==> config.mk <==
export PLATFORM = sky130hd
export DESIGN_NAME = kernel_table_loader
export DESIGN_NICKNAME = d
export VERILOG_FILES = /design/src/rtl/kernel_table_loader.sv
export SDC_FILE = /design/constraint.sdc
export NUM_CORES = 1
export LEC_CHECK = 0
export ABC_AREA = 0
export BUFFER_PORTS_ARGS = -buffer_cell sky130_fd_sc_hd__buf_2
export CORE_ASPECT_RATIO = 1.25
export CORE_MARGIN = 1.5
export CORE_UTILIZATION = 53
export DETAILED_ROUTE_END_ITERATION = 6
export PLACE_DENSITY_LB_ADDON = 0.15
export SLEW_MARGIN = 20
export SYNTH_ARGS = -nofsm -noshare
export SYNTH_HDL_FRONTEND = slang
export SYNTH_SLANG_ARGS = --single-unit
==> constraint.sdc <==
create_clock -name clk_i -period 2.42 [get_ports clk_i]
set_clock_uncertainty 0.15 [all_clocks]
set_input_delay 0.363 -clock clk_i [delete_from_list [all_inputs] [get_ports clk_i]]
set_output_delay 0.363 -clock clk_i [all_outputs]
set_load 0.01 [all_outputs]
==> src/rtl/kernel_table_loader.sv <==
// Kernel table write-side master: packs host stream words into table lines.
// Optional: define KERNEL_TABLE_LOADER_CHECKSUM_EN for an XOR checksum output.
module kernel_table_loader #(
  parameter int ADDR_WIDTH = 9,
  parameter int CONST_POINTER_WIDTH = 9,
  parameter int LOCATION_INFORMATION_POINTER_WIDTH = 9,
  parameter int CONTEXT_POINTER_WIDTH = 9,
  parameter int DATA_WIDTH = 32,
  localparam int LINE_WIDTH = 2*CONST_POINTER_WIDTH
    + LOCATION_INFORMATION_POINTER_WIDTH
    + CONTEXT_POINTER_WIDTH,
  localparam int WORDS =
    (LINE_WIDTH + DATA_WIDTH - 1) / DATA_WIDTH,
  localparam int WCW = (WORDS > 1) ? $clog2(WORDS) : 1
) (
  input  logic                  clk_i,
  input  logic                  rst_n_i,
  input  logic                  start_i,
  input  logic [ADDR_WIDTH-1:0] base_addr_i,
  input  logic [ADDR_WIDTH:0]   nr_of_entries_i,
  input  logic [DATA_WIDTH-1:0] data_i,
  input  logic                  data_valid_i,
  output logic                  data_ready_o,
  output logic [ADDR_WIDTH-1:0] memory_write_addr_o,
  output logic [LINE_WIDTH-1:0] memory_line_o,
  output logic                  write_memory_en_o,
  output logic                  busy_o,
  output logic                  done_o
`ifdef KERNEL_TABLE_LOADER_CHECKSUM_EN
  ,
  output logic [LINE_WIDTH-1:0] checksum_o
`endif
);

  typedef enum logic [1:0] {
    S_IDLE,
    S_LOAD,
    S_WRITE,
    S_DONE
  } state_t;

  state_t r_state;
  state_t w_next;

  logic [ADDR_WIDTH-1:0]       r_addr;
  logic [ADDR_WIDTH:0]         r_remaining;
  logic [WCW-1:0]              r_word_cnt;
  logic [WORDS*DATA_WIDTH-1:0] r_buf;
  logic [WORDS*DATA_WIDTH-1:0] w_buf_next;
  logic [ADDR_WIDTH-1:0]       r_mem_addr;
  logic [LINE_WIDTH-1:0]       r_mem_line;
  logic                        w_accept;
  logic                        w_last;
  logic                        w_start;

  assign w_start  = (r_state == S_IDLE) && start_i;
  assign w_accept = (r_state == S_LOAD) && data_valid_i;
  assign w_last   = (r_word_cnt == WCW'(WORDS-1));

  always_comb begin
    w_buf_next = r_buf;
    for (int k = 0; k < WORDS; k++) begin
      if (r_word_cnt == WCW'(k))
        w_buf_next[k*DATA_WIDTH +: DATA_WIDTH] = data_i;
    end
  end

  always_comb begin
    w_next = r_state;
    unique case (r_state)
      S_IDLE:
        if (start_i)
          w_next = (nr_of_entries_i != '0) ? S_LOAD : S_DONE;
      S_LOAD:
        if (w_accept && w_last)
          w_next = S_WRITE;
      S_WRITE:
        w_next = (r_remaining != (ADDR_WIDTH+1)'(1))
          ? S_LOAD : S_DONE;
      S_DONE:
        w_next = S_IDLE;
      default:
        w_next = S_IDLE;
    endcase
  end

  always_ff @(posedge clk_i or negedge rst_n_i) begin
    if (!rst_n_i) r_state <= S_IDLE;
    else          r_state <= w_next;
  end

  always_ff @(posedge clk_i or negedge rst_n_i) begin
    if (!rst_n_i) begin
      r_addr      <= '0;
      r_remaining <= '0;
      r_word_cnt  <= '0;
      r_buf       <= '0;
      r_mem_addr  <= '0;
      r_mem_line  <= '0;
    end else begin
      if (w_start) begin
        r_addr      <= base_addr_i;
        r_remaining <= nr_of_entries_i;
        r_word_cnt  <= '0;
        r_buf       <= '0;
      end
      if (w_accept) begin
        r_buf <= w_buf_next;
        if (w_last) begin
          r_word_cnt <= '0;
          r_mem_addr <= r_addr;
          r_mem_line <= w_buf_next[LINE_WIDTH-1:0];
        end else begin
          r_word_cnt <= r_word_cnt + WCW'(1);
        end
      end
      if (r_state == S_WRITE) begin
        r_addr      <= r_addr + ADDR_WIDTH'(1);
        r_remaining <= r_remaining - (ADDR_WIDTH+1)'(1);
        r_word_cnt  <= '0;
      end
    end
  end

`ifdef KERNEL_TABLE_LOADER_CHECKSUM_EN
  logic [LINE_WIDTH-1:0] r_checksum;

  always_ff @(posedge clk_i or negedge rst_n_i) begin
    if (!rst_n_i)
      r_checksum <= '0;
    else if (w_start)
      r_checksum <= '0;
    else if (r_state == S_WRITE)
      r_checksum <= r_checksum ^ r_mem_line;
  end

  assign checksum_o = r_checksum;
`endif

  assign data_ready_o        = (r_state == S_LOAD);
  assign write_memory_en_o   = (r_state == S_WRITE);
  assign done_o              = (r_state == S_DONE);
  assign busy_o              = (r_state != S_IDLE);
  assign memory_write_addr_o = r_mem_addr;
  assign memory_line_o       = r_mem_line;

endmodule

* Yosys cells after proc, flatten, opt, wreduce, memory -nomap -nowiden
Cells that the tools add are included.
** Word-level totals
- Logic and storage cells :: 44
- Bits in registers :: 103
- Bits of input ports :: 55
- Output and inout port bits :: 49
** Operators by class
- Mux-type cells :: 17
- Equality and inequality tests :: 6
- Add/sub/neg operators :: 3
- Reduce and logical (&&, ||, !) cells :: 11
** Operator list (count)
- $mux 36 :: 2
- $mux 32 :: 1
- $mux 10 :: 2
- $mux 9 :: 2
- $ne 10x1->1 const B :: 1
- $reduce_bool 10->1 :: 1
- $sub 10x1->10 const B :: 1
- $add 9x1->9 const B :: 1
- $mux 2 :: 4
- $pmux 2 s4 :: 1
- $reduce_bool 2->1 :: 3
- $eq 2x2->1 const B :: 2
- $mux 1 :: 4
- $mux 4 :: 1
- $reduce_and 2->1 :: 2
- $logic_and 1x1->1 :: 3
- $reduce_bool 3->1 :: 1
- $eq 2x1->1 const B :: 1
- $logic_not 2->1 :: 1
- $ne 2x1->1 const B :: 1
- $ne 2x2->1 const B :: 1
- $add 1x1->1 const B :: 1

* Depth between registers and ports, before layout
Gate-level depths: netlist (run 1).
- Depth in word-level cells :: 5
- Depth in mapped cells :: 7
- Mapped depth without buffers :: 6

* Worst setup path before layout (run 1)
Ideal clock, no wire load.
- Path kind :: register -> register
- Start point :: register r_state[0]
- End point :: register r_remaining[7]
- Period minus slack after synthesis :: 1.766 ns
- Path buffers :: 3
- Setup time :: 0.126 ns
- Slack :: 0.654 ns
- Data required time :: 2.144 ns
- Cell stages (with the launch flop) :: 6
- Arrival :: 1.490 ns
- Cells stage by stage :: dfrtp_1 buf_2 or3b_1 clkbuf_1 buf_2 a311o_1
** On the way
- Cells in the longest elaborated chain, start to end :: 3
** Ends and longest elaborated chain
- start, declared :: RTL line 42 : state_t r_state;
- start signal, assigned :: RTL line 89 : else r_state <= w_next;
- $logic_not 2->1 :: RTL line 56 : assign w_start = (r_state == S_IDLE) && start_i;
- $logic_and 1x1->1 :: RTL line 56
- $reduce_bool 2->1 (no line)
- end signal, assigned :: RTL line 103 : r_remaining <= nr_of_entries_i;
- end signal, assigned :: RTL line 119 : r_remaining <= r_remaining - (ADDR_WIDTH+1)'(1);
- end, declared :: RTL line 46 : logic [ADDR_WIDTH:0] r_remaining;
Several ways; a longest one is shown, not always the timed one.
A chain may end at the register's enable or synchronous reset.

* Worst setup path after layout (run 1)
- Start point :: register r_state[0]
- End point :: output port write_memory_en_o
** On the way
- Cells in the longest elaborated chain, start to end :: 1
** Ends and longest elaborated chain
- $eq 2x2->1 :: RTL line 141 : assign write_memory_en_o = (r_state == S_WRITE);
- end, declared :: RTL line 26 : output logic write_memory_en_o,
No other way between the ends.

==> impl_results.md, run 1 <==
- Outcome: complete, no violations
- Multi-input gate area: 1630 µm²
- Top_reg_cell synth: dfrtp_1
- Final Power: a little under 6000 µW
- I/O Pins: ~100
- CP Buf/Inv Count: 3
- Die Span X: approximately 83 µm
- CP max-delay cell: dfrtp_1
- Routed wire per std cell: roughly 14 µm
- Initial Utilization: between 50% and 60%
- Number of synthesized register bits: 99
- Top post-synthesis cells by area: dfrtp_1, nand2_1, o21ai_0
- Final min period: ~2.0 ns
- Crit-path cells: inv_1, nand2_1, inv_2, buf_2
- Clk buf depth: 2
- DR DRC count: 0
- PortBufs: roughly 100
- Routed via count: about 3600
- P_int: between 3000 and 4000 µW
- Static Leak: around 0.0027 µW
- Critical path arrival: around 1.5 ns
- Yosys warns: 0
- Crit path required time: ~1.9 ns
- Post CTS Setup Buffer Count: 0
- Post-synth ARST share: 100%
- Ant diodes: 0
- First DRT Iteration DRCs: between 200 and 300
- Top cells by count, synth: nand2_1, dfrtp_1, o21ai_0
- Max-cap viol count: 0
- CTS clk-pin slew, worst paths: ~0.090 ns
- Power share of the sequential group: between 40 and 50%
- FF+latch area: between 2000 and 2500 µm²
- Startpoint types: register
- TritonCTS buffer count: 9
- # rows: 36
- Hold WC Path Type: in2reg
- Clock latency on the worst-skew pair: between 0.3 and 0.4 ns
- Clk pwr share: 17.9%
- TNS Setup: 0 ns
- H-Tree Depth: 3
- First-pass GRT wire length: around 16 mm
- Cell family with most CP delay: flip-flops
- Num Clock Sinks: 99
- Fmax: between 0.4 and 0.5 GHz
- Slew Limit Headroom: approximately 55%
- Die Ht: around 100 µm
- Number of global-route vias before repair: between 3000 and 4000
- Post-DRT Antenna Nets: 0
- Worst-Margin Slew: around 0.68 ns
- Final WL: 9.52 mm
- Post-synth top area cell: dfrtp_1
- Combinational share of power: around a third
- GP Congestion: between 0.8 and 0.9
- Most common cell in the netlist: nand2_1
- Hpwl dp: 6.57 mm
- CTS tree: yes
- Slew Viols, Final: 0
- Syn-to-layout area delta: 19.7%
- Sw power: 2200 µW
- # nets final: approximately 640
- RSZ-0062 raised after global routing: false
- Sw frac: between 30% and 40%
- Synth top area share: 58.3%
- Total die area: ~8600 µm²
- Fill cell count: around 700
- Post-Syn Area per Cell: 8.78 µm²
- WS Path Type: reg2out
- Worst setup EP type: primary output
- Final setup violating endpoints: 0
- GRT Resource Usage Total: between 20% and 30%
- Share of layout cells above drive strength 1: between 20% and 30%
- Area of the mapped netlist: 4250 µm²
- Maximum VDD drop: about 0.58 mV
- Antenna violations before repair: 0
- CP peak stage delay: just under 0.6 ns
- Clk root buf: clkbuf_8
- EDFF count, synth: 0
- Vias/cell: 5.30
- Post-synthesis sequential area ratio: about three fifths
- Post-synth net total: approximately 540
- Power per cell area: 1150 nW/µm²
- Final hold violations: 0
- Core area: just under 8000 µm²
- Post-synthesis cell count: approximately 480
- Largest net degree at the start of global routing: 65
- Remaining Overflow, GRT: 0
- Period utilization: approximately 83%
- Post-synth cell types: 40
- First-pass DRT Iterations: 4
- CP Max Fanout: 13
## cells in the final DEF, fill, tap and decap left out, types with 2 or more instances in the layout
cell type,Yosys,layout
o211a_1,2,2
clkinv_2,0,5
inv_1,6,6
a31oi_1,3,3
nand4_1,3,3
dfrtp_1,99,99
a21oi_1,8,8
and3_2,0,2
buf_12,0,2
nor2_1,12,12
nor4_1,2,2
a211oi_1,3,3
nor3_1,6,6
buf_2,10,102
nand3_1,9,8
o22a_1,3,3
nor3b_2,2,2
o22ai_1,7,7
clkbuf_8,0,10
and3_1,5,3
mux2i_1,2,2
o21ai_0,44,44
o211ai_1,2,2
ha_1,3,3
nand2_1,216,216
buf_4,0,11
## tightest hold or removal path, cell delays in order
cell and delay, ns:
buf_2 0.07, nand2_1 0.03, o21ai_0 0.06
## power by group through the flow
stage	Clock, µW	Combinational [µW]	Sequential (µW)
floorplan	0	1230	2810
global placement	0	1980	2780
detailed placement	0	2030	2800
CTS	1070	2040	2770
global route	1140	2300	2880
finish	1040	2010	2780
## path summary, 6_finish.rpt
| check | depth (start not counted) | endpoint | start | slack [ns] |
|---|---|---|---|---|
| setup / recovery | 4 | write_memory_en_o | r_state[0] | 0.41 |
| hold / removal | 3 | r_buf[29] | data_i[29] | 0.04 |
| setup reg to reg | 6 | r_addr[7] | r_state[0] | 0.49 |
| hold reg to reg | 2 | memory_line_o[27] | r_buf[27] | 0.32 |
| max in group asynchronous | 3 | r_buf[28] | rst_n_i | 1.03 |
| min in group asynchronous | 2 | memory_line_o[9] | rst_n_i | 0.42 |
## routing by layer
layer	wire (µm)	global-route usage [%]	share of wire, %
met5	0	0	0
met4	164	8.59	1.7
met3	518	5.60	5.4
met2	4720	39.0	50
met1	4110	30.9	43
## sequential cells by signal, summed over array words and instances, names as in the netlist
| signal | flops |
|---|---|
| r_remaining | 10 |
| memory_line_o | 36 |
| r_addr | 9 |
| r_buf | 32 |
| r_word_cnt | 1 |
| r_state | 2 |
| memory_write_addr_o | 9 |
## final cells by class
class                      instances  area share (%)
multi-input combinational        348            32.0
clock inverter                     6            1.08
timing repair buffer             116            12.6
clock buffer                      10            2.71
tap                               95            2.34
sequential                        99            48.7
inverter                           7           0.517
## cells by family after synthesis
kind of cell	Yosys count	synth area share [%]
adder cells (fa/ha/maj)	3	0.884
multiplexers	2	0.471
flip-flops	99	58.3
AO/OA/AOI/OAI	82	11.7
AND/OR/NAND/NOR	261	25.1
buffers and inverters	37	3.56
## repair_timing
action	CTS	global route
endpoints found under the setup margin	0	0
hold endpoints to repair	50	0
gates resized for setup	0	0
hold buffers	1	0
## stage by stage
stage	instances	util [%]	worst slack, ns	cell area [µm²]	hold WS (ns)
CTS	681	65.3	0.396	5080	0.0322
detailed placement	664	62.7	0.459	4880	0.299
finish	681	65.3	0.408	5080	0.0445
floorplan	484	-	0.654	4250	-0.0826
global route	681	65.3	0.271	5080	0.0444
global placement	664	62.7	0.490	4880	0.290
No activity file was read; power rests on OpenSTA's default activity.
==> inputs of run 2 (changes only) <==
- CORE_UTILIZATION: 53 -> 48
- clock period: 2.42 -> 1.6 ns (I/O delays scaled with it)
==> impl_results.md, run 2 (synthesis results as in run 1) <==
- CP Buf/Inv Count: 2 (-1)
- I/O Pins: 104 (unchanged)
- Fmax: between 0.5 and 0.6 GHz
- Ant diodes: 0 (unchanged)
- Most common cell after layout, fill and taps aside: nand2_1
- Clk root buf: clkbuf_8
- Remaining Overflow, GRT: 0 (unchanged)
- PnR worst setup slack: -0.123 ns (-0.530 ns)
- Period utilization: 108%
- Maximum VDD drop: 0.931 mV (+60%)
- Core area: 8650 µm² (+11%)
- Commonest cells after routing, fill and taps aside: nand2_1, buf_2, dfrtp_1, dlygate4sd3_1, nand2_2
- Hpwl dp: 6.95 mm (+5.9%)
- Clk buf depth: 2 (unchanged)
- Startpoint types: register
- CP Max Fanout: 5 (-8)
- CTS tree: yes
- PortBufs: 103 (unchanged)
- Initial Utilization: 49.1% (-5.4 points)
- Number of global-route vias before repair: 3693 (+9.4%)
- First-pass GRT wire length: 17.0 mm (+6.3%)
- Final hold violations: 0 (unchanged)
- Die Span X: 87.1 µm (+4.9%)
- Slew Viols, Final: 0 (unchanged)
- # rows: 38 (+5.6%)
- Slew Limit Headroom: 70.7% (+16 points)
- Total die area: 9430 µm² (+10%)
- Syn-to-layout area delta: 51.7%
- Max reg flops: 36 (unchanged)
- TNS Setup: -3.30 ns (-3.30 ns)
- Static Leak: 0.00332 µW (+24%)
- Num Clock Sinks: 99 (unchanged)
- WS Path Type: reg2reg
- Worst setup EP type: register
- Worst-Margin Slew: 0.438 ns (-0.238 ns)
- Die Ht: 108 µm (+4.9%)
- DR DRC count: 0 (unchanged)
- Hold Crit Depth: 3 (unchanged)
- Vias/cell: 5.23 (-1.4%)
- Outcome: complete, but fails checks
- Final WL: 12.2 mm (+29%)
- TritonCTS buffer count: 9 (unchanged)
- Critical path arrival: 1.83 ns (+0.33 ns)
- Routed wire per std cell: 15.5 µm (+11%)
- Largest net degree at the start of global routing: 47 (-28%)
- Power per cell area: 1630 nW/µm² (+42%)
- # nets final: 724 (+13%)
- CP max-delay cell: dfrtp_2
- Final min period: about 1.7 ns
- First-pass DRT Iterations: 5 (+1)
- Share of layout cells above drive strength 1: 38.1% (+14 points)
- GP Congestion: 0.898 (+5.4%)
- Max-cap viol count: 0 (unchanged)
- Post-DRT Antenna Nets: 0 (unchanged)
- Hold WC Path Type: in2reg
- Routed via count: 4131 (+14%)
- WP depth: 6 (+2)
- Antenna violations before repair: 0 (unchanged)
- CTS clk-pin slew, worst paths: 0.09 ns (about the same)
- Failing checks: setup timing
- Crit-path cells: buf_6, nor3b_4, and3_4, buf_6, a211oi_2, a311oi_1
- R2R cell count: 6 (unchanged)
- Place WS: -0.0932 ns (-0.552 ns)
- First DRT Iteration DRCs: 205 (-27%)
- Crit path required time: 1.70 ns (-0.21 ns)
- Cell family with most CP delay: flip-flops
- GRT Resource Usage Total: 23.1% (-0.56 points)
- Final setup violating endpoints: 85 (+85)
- H-Tree Depth: 3 (unchanged)
- RSZ-0062 raised after global routing: true
- CP peak stage delay: 0.45 ns (-0.13 ns)
- Top cell by count, worst path: buf_6
- Clock latency on the worst-skew pair: 0.37 ns (about the same)
[run 2: repair_timing]
action | CTS | global route
hold endpoints to repair | 130 | 0
pin swaps | 6 | 46
setup buffers | 12 | 4
cloned | 1 | 8
gates resized for setup | 36 | 111
hold buffers | 40 | 0
setup endpoints to repair | 42 | 102
[run 2: where the power goes]
| part | switching [µW] | internal (µW) | leakage (µW) |
|---|---|---|---|
| Sequential | 818 | 3500 | 0.00126 |
| Clock | 838 | 688 | 0.0000984 |
| Combinational | 2440 | 2230 | 0.00196 |
[run 2: worst paths after layout]
path	slack (ns)	end	from
setup reg to reg	-0.12	r_remaining[5]	r_state[0]
hold / removal	0.004	r_addr[0]	base_addr_i[0]
min in group asynchronous	0.18	memory_line_o[9]	rst_n_i
max in group asynchronous	0.61	r_state[0]	rst_n_i
hold reg to reg	0.32	memory_write_addr_o[1]	memory_write_addr_o[1]
setup / recovery	-0.12	r_remaining[5]	r_state[0]
[run 2: tightest hold or removal path, stage by stage]
cell and delay (ns):
buf_2 0.10, o22ai_2 0.08, a21oi_1 0.08
[run 2: layout make-up]
cell class | count | area, µm²
tap | 120 | 150
clock buffer | 12 | 165
fill | 635 | 2210
timing repair buffer | 201 | 1640
multi-input combinational | 348 | 1960
inverter | 7 | 31.3
sequential | 99 | 2480
clock inverter | 3 | 22.5
[run 2: routing by layer]
metal	global-route usage, %	vias up	part of all wire [%]	wire length (µm)
li1	-	1962	-	-
met1	30.1	1995	41	4960
met2	38.3	142	52	6400
met3	3.21	32	4.5	550
met4	9.98	0	2.7	335
met5	0	-	0	0
[run 2: per-stage QoR]
step                      util, %  hold WS, ns  power, µW  instances  instance area [µm²]
after global placement       59.2       0.0316       7480        710                 5120
after detailed placement     59.2       0.0319       7640        710                 5120
after global routing         74.5       0.0101      11200        790                 6440
final                        74.5      0.00447      10500        790                 6440
after CTS                    68.3      0.00972       9640        778                 5910
after floorplan                 -       -0.206       6160        484                 4260
==> inputs of run 3 (changes only) <==
- CORE_UTILIZATION: 48 -> 50
- CTS_BUF_LIST: default -> sky130_fd_sc_hd__clkbuf_8
==> impl_results.md, run 3 (synthesis results as in run 1) <==
- Outcome: complete, but fails checks
- Failing checks: DRC, setup timing
- Top cell by count, worst path: buf_4
- Post-Place Cell Area: 5100 µm² (-0.46%)
- Final WL: 12.8 mm (+4.1%)
- Crit-path cells: buf_6, buf_4, nor3b_4, buf_4, buf_4, nor2_1, o21ai_1, o221a_2
- Die Span X: 85.4 µm (-2.0%)
- CTS clk-pin slew, worst paths: 0.11 ns (+0.02 ns)
- Fmax: 0.561 GHz (-3.4%)
- Final Cell Area: 6490 µm² (+0.66%)
- Routed wire per std cell: 16.3 µm (+5.2%)
- Fin Hold WS: 0.0133 ns (+0.00878 ns)
- Core area: 8240 µm² (-4.8%)
- PortBufs: 103 (unchanged)
- Worst Setup SP: r_state[0]
- Ant diodes: 0 (unchanged)
- Clk buf depth: 2 (unchanged)
- R2r startpoint: r_state[0]
- Crit path required time: 1.78 ns (+0.08 ns)
- PnR worst setup slack: -0.183 ns (-0.0603 ns)
- Total die area: 9060 µm² (-3.9%)
- Worst-Margin Slew: 0.528 ns (+0.0894 ns)
- Syn-to-layout area delta: 52.7%
- Static Leak: 0.00341 µW (+2.7%)
- Hold WC Path Type: in2reg
- Post-Place Cells: 691 (-2.7%)
- CP max-delay cell: dfrtp_2
- Max reg flops: 36 (unchanged)
- CP peak stage delay: 0.47 ns (+0.02 ns)
- Slew Limit Headroom: 64.8% (-5.9 points)
- GRT Resource Usage Total: 24.7% (+1.6 points)
- Num Clock Sinks: 99 (unchanged)
- Worst r2r dst: r_addr[5]
- WS Path Type: reg2reg
- Number of global-route vias before repair: 3824 (+3.5%)
- Most common cell after layout, fill and taps aside: nand2_1
- Final hold violations: 0 (unchanged)
- Startpoint types: register
- Maximum VDD drop: 1.06 mV (+14%)
- Hpwl dp: 6.86 mm (-1.3%)
- Largest net degree at the start of global routing: 100 (+110%)
- GP Congestion: 0.822 (-8.5%)
- H-Tree Depth: 3 (unchanged)
- I/O Pins: 104 (unchanged)
- Remaining Overflow, GRT: 0 (unchanged)
- Max-cap viol count: 0 (unchanged)
- DR DRC count: 6 (+6)
- Place WS: -0.0987 ns (-0.00552 ns)
- Met3 Use GR: 3.26% (+0.055 points)
- R2R cell count: 8 (+2)
- Period utilization: 111% (+3.8 points)
- Most used routing layer: met2
- Worst setup EP type: register
- Clock latency on the worst-skew pair: 0.38 ns (about the same)
- Crit path to: r_addr[5]
- GR Util met2: 40.3% (+2.0 points)
- Post-DRT Antenna Nets: 0 (unchanged)
- Reg2Reg Setup Slack: -0.18 ns (-0.06 ns)
- First-pass GRT wire length: 17.6 mm (+4.0%)
- Final setup violating endpoints: 96 (+13%)
- M1 GR Usage: 32.9% (+2.8 points)
- Final Power: 10600 µW (+0.66%)
- Final min period: 1.78 ns (+0.0603 ns)
- Die Ht: 106 µm (-2.0%)
- CP Max Fanout: 5 (unchanged)
- Critical path arrival: 1.96 ns (+0.13 ns)
- Slew Viols, Final: 0 (unchanged)
- Share of layout cells above drive strength 1: 38.8% (+0.77 points)
- RSZ-0062 raised after global routing: true
- Routed via count: 4254 (+3.0%)
- Initial Utilization: 51.5% (+2.5 points)
- First DRT Iteration DRCs: 268 (+31%)
- Antenna violations before repair: 0 (unchanged)
- Post-Layout Cell Count: 782 (-1.0%)
- Power per cell area: 1630 nW/µm² (about the same)
- First-pass DRT Iterations: 7 (+2)
- TritonCTS buffer count: 9 (unchanged)
- # rows: 37 (-2.6%)
- Commonest cells after routing, fill and taps aside: nand2_1, buf_2, dfrtp_1, nand2_2, dlygate4sd3_1
- CTS tree: yes
- Vias/cell: 5.44 (+4.0%)
- Clk root buf: clkbuf_8
- # nets final: 738 (+1.9%)
## run 3: layout make-up
class	count	area, µm²
well taps	97	121
inverters	7	36.3
repair buffers	214	1730
clock inverters	7	60.1
clock buffers	9	124
flip-flops and latches	99	2480
fillers	542	1750
multi-input cells	349	1940
## run 3: power by group
group	switching, µW	leakage, µW	internal [µW]
logic	2480	0.00205	2240
registers	799	0.00126	3490
clock network	975	0.0000965	597
## run 3: per-layer routing
layer	wire, µm	share of wire [%]	vias up
li1	-	-	1992
met1	5210	41	2074
met2	6580	52	162
met3	637	5.0	26
met4	329	2.6	0
met5	0	0	-
## run 3: critical path: cells and delay by family, from the launching register on
kind,cells,cell delay (ns)
buffers and inverters,4,0.55
and+or+nand+nor,2,0.28
DFF,1,0.47
AOI/OAI and AO/OA,2,0.28
## run 3: worst min-delay path by stage
stage / cells after the start / end / startpoint
floorplan: 0 / memory_line_o[0] / rst_n_i
global placement: 2 / memory_line_o[6] / rst_n_i
detailed placement: 2 / memory_line_o[6] / rst_n_i
CTS: 3 / r_addr[0] / base_addr_i[0]
global route: 3 / r_remaining[5] / nr_of_entries_i[5]
finish: 3 / r_remaining[5] / nr_of_entries_i[5]
## run 3: metrics by stage
step	TNS (ns)	util (%)
after CTS	-0.598	71.4
after detailed placement	-2.15	61.9
after global routing	-11.78	78.7
after global placement	-0.336	61.9
final	-7.20	78.7
after floorplan	-0.584	-
## run 3: repair_timing
action	CTS	global route
pin swaps	5	79
endpoints found under the hold margin	143	1
cloned	0	9
setup buffers	11	13
setup endpoints to repair	50	99
gates resized for setup	29	104
hold buffers	41	1
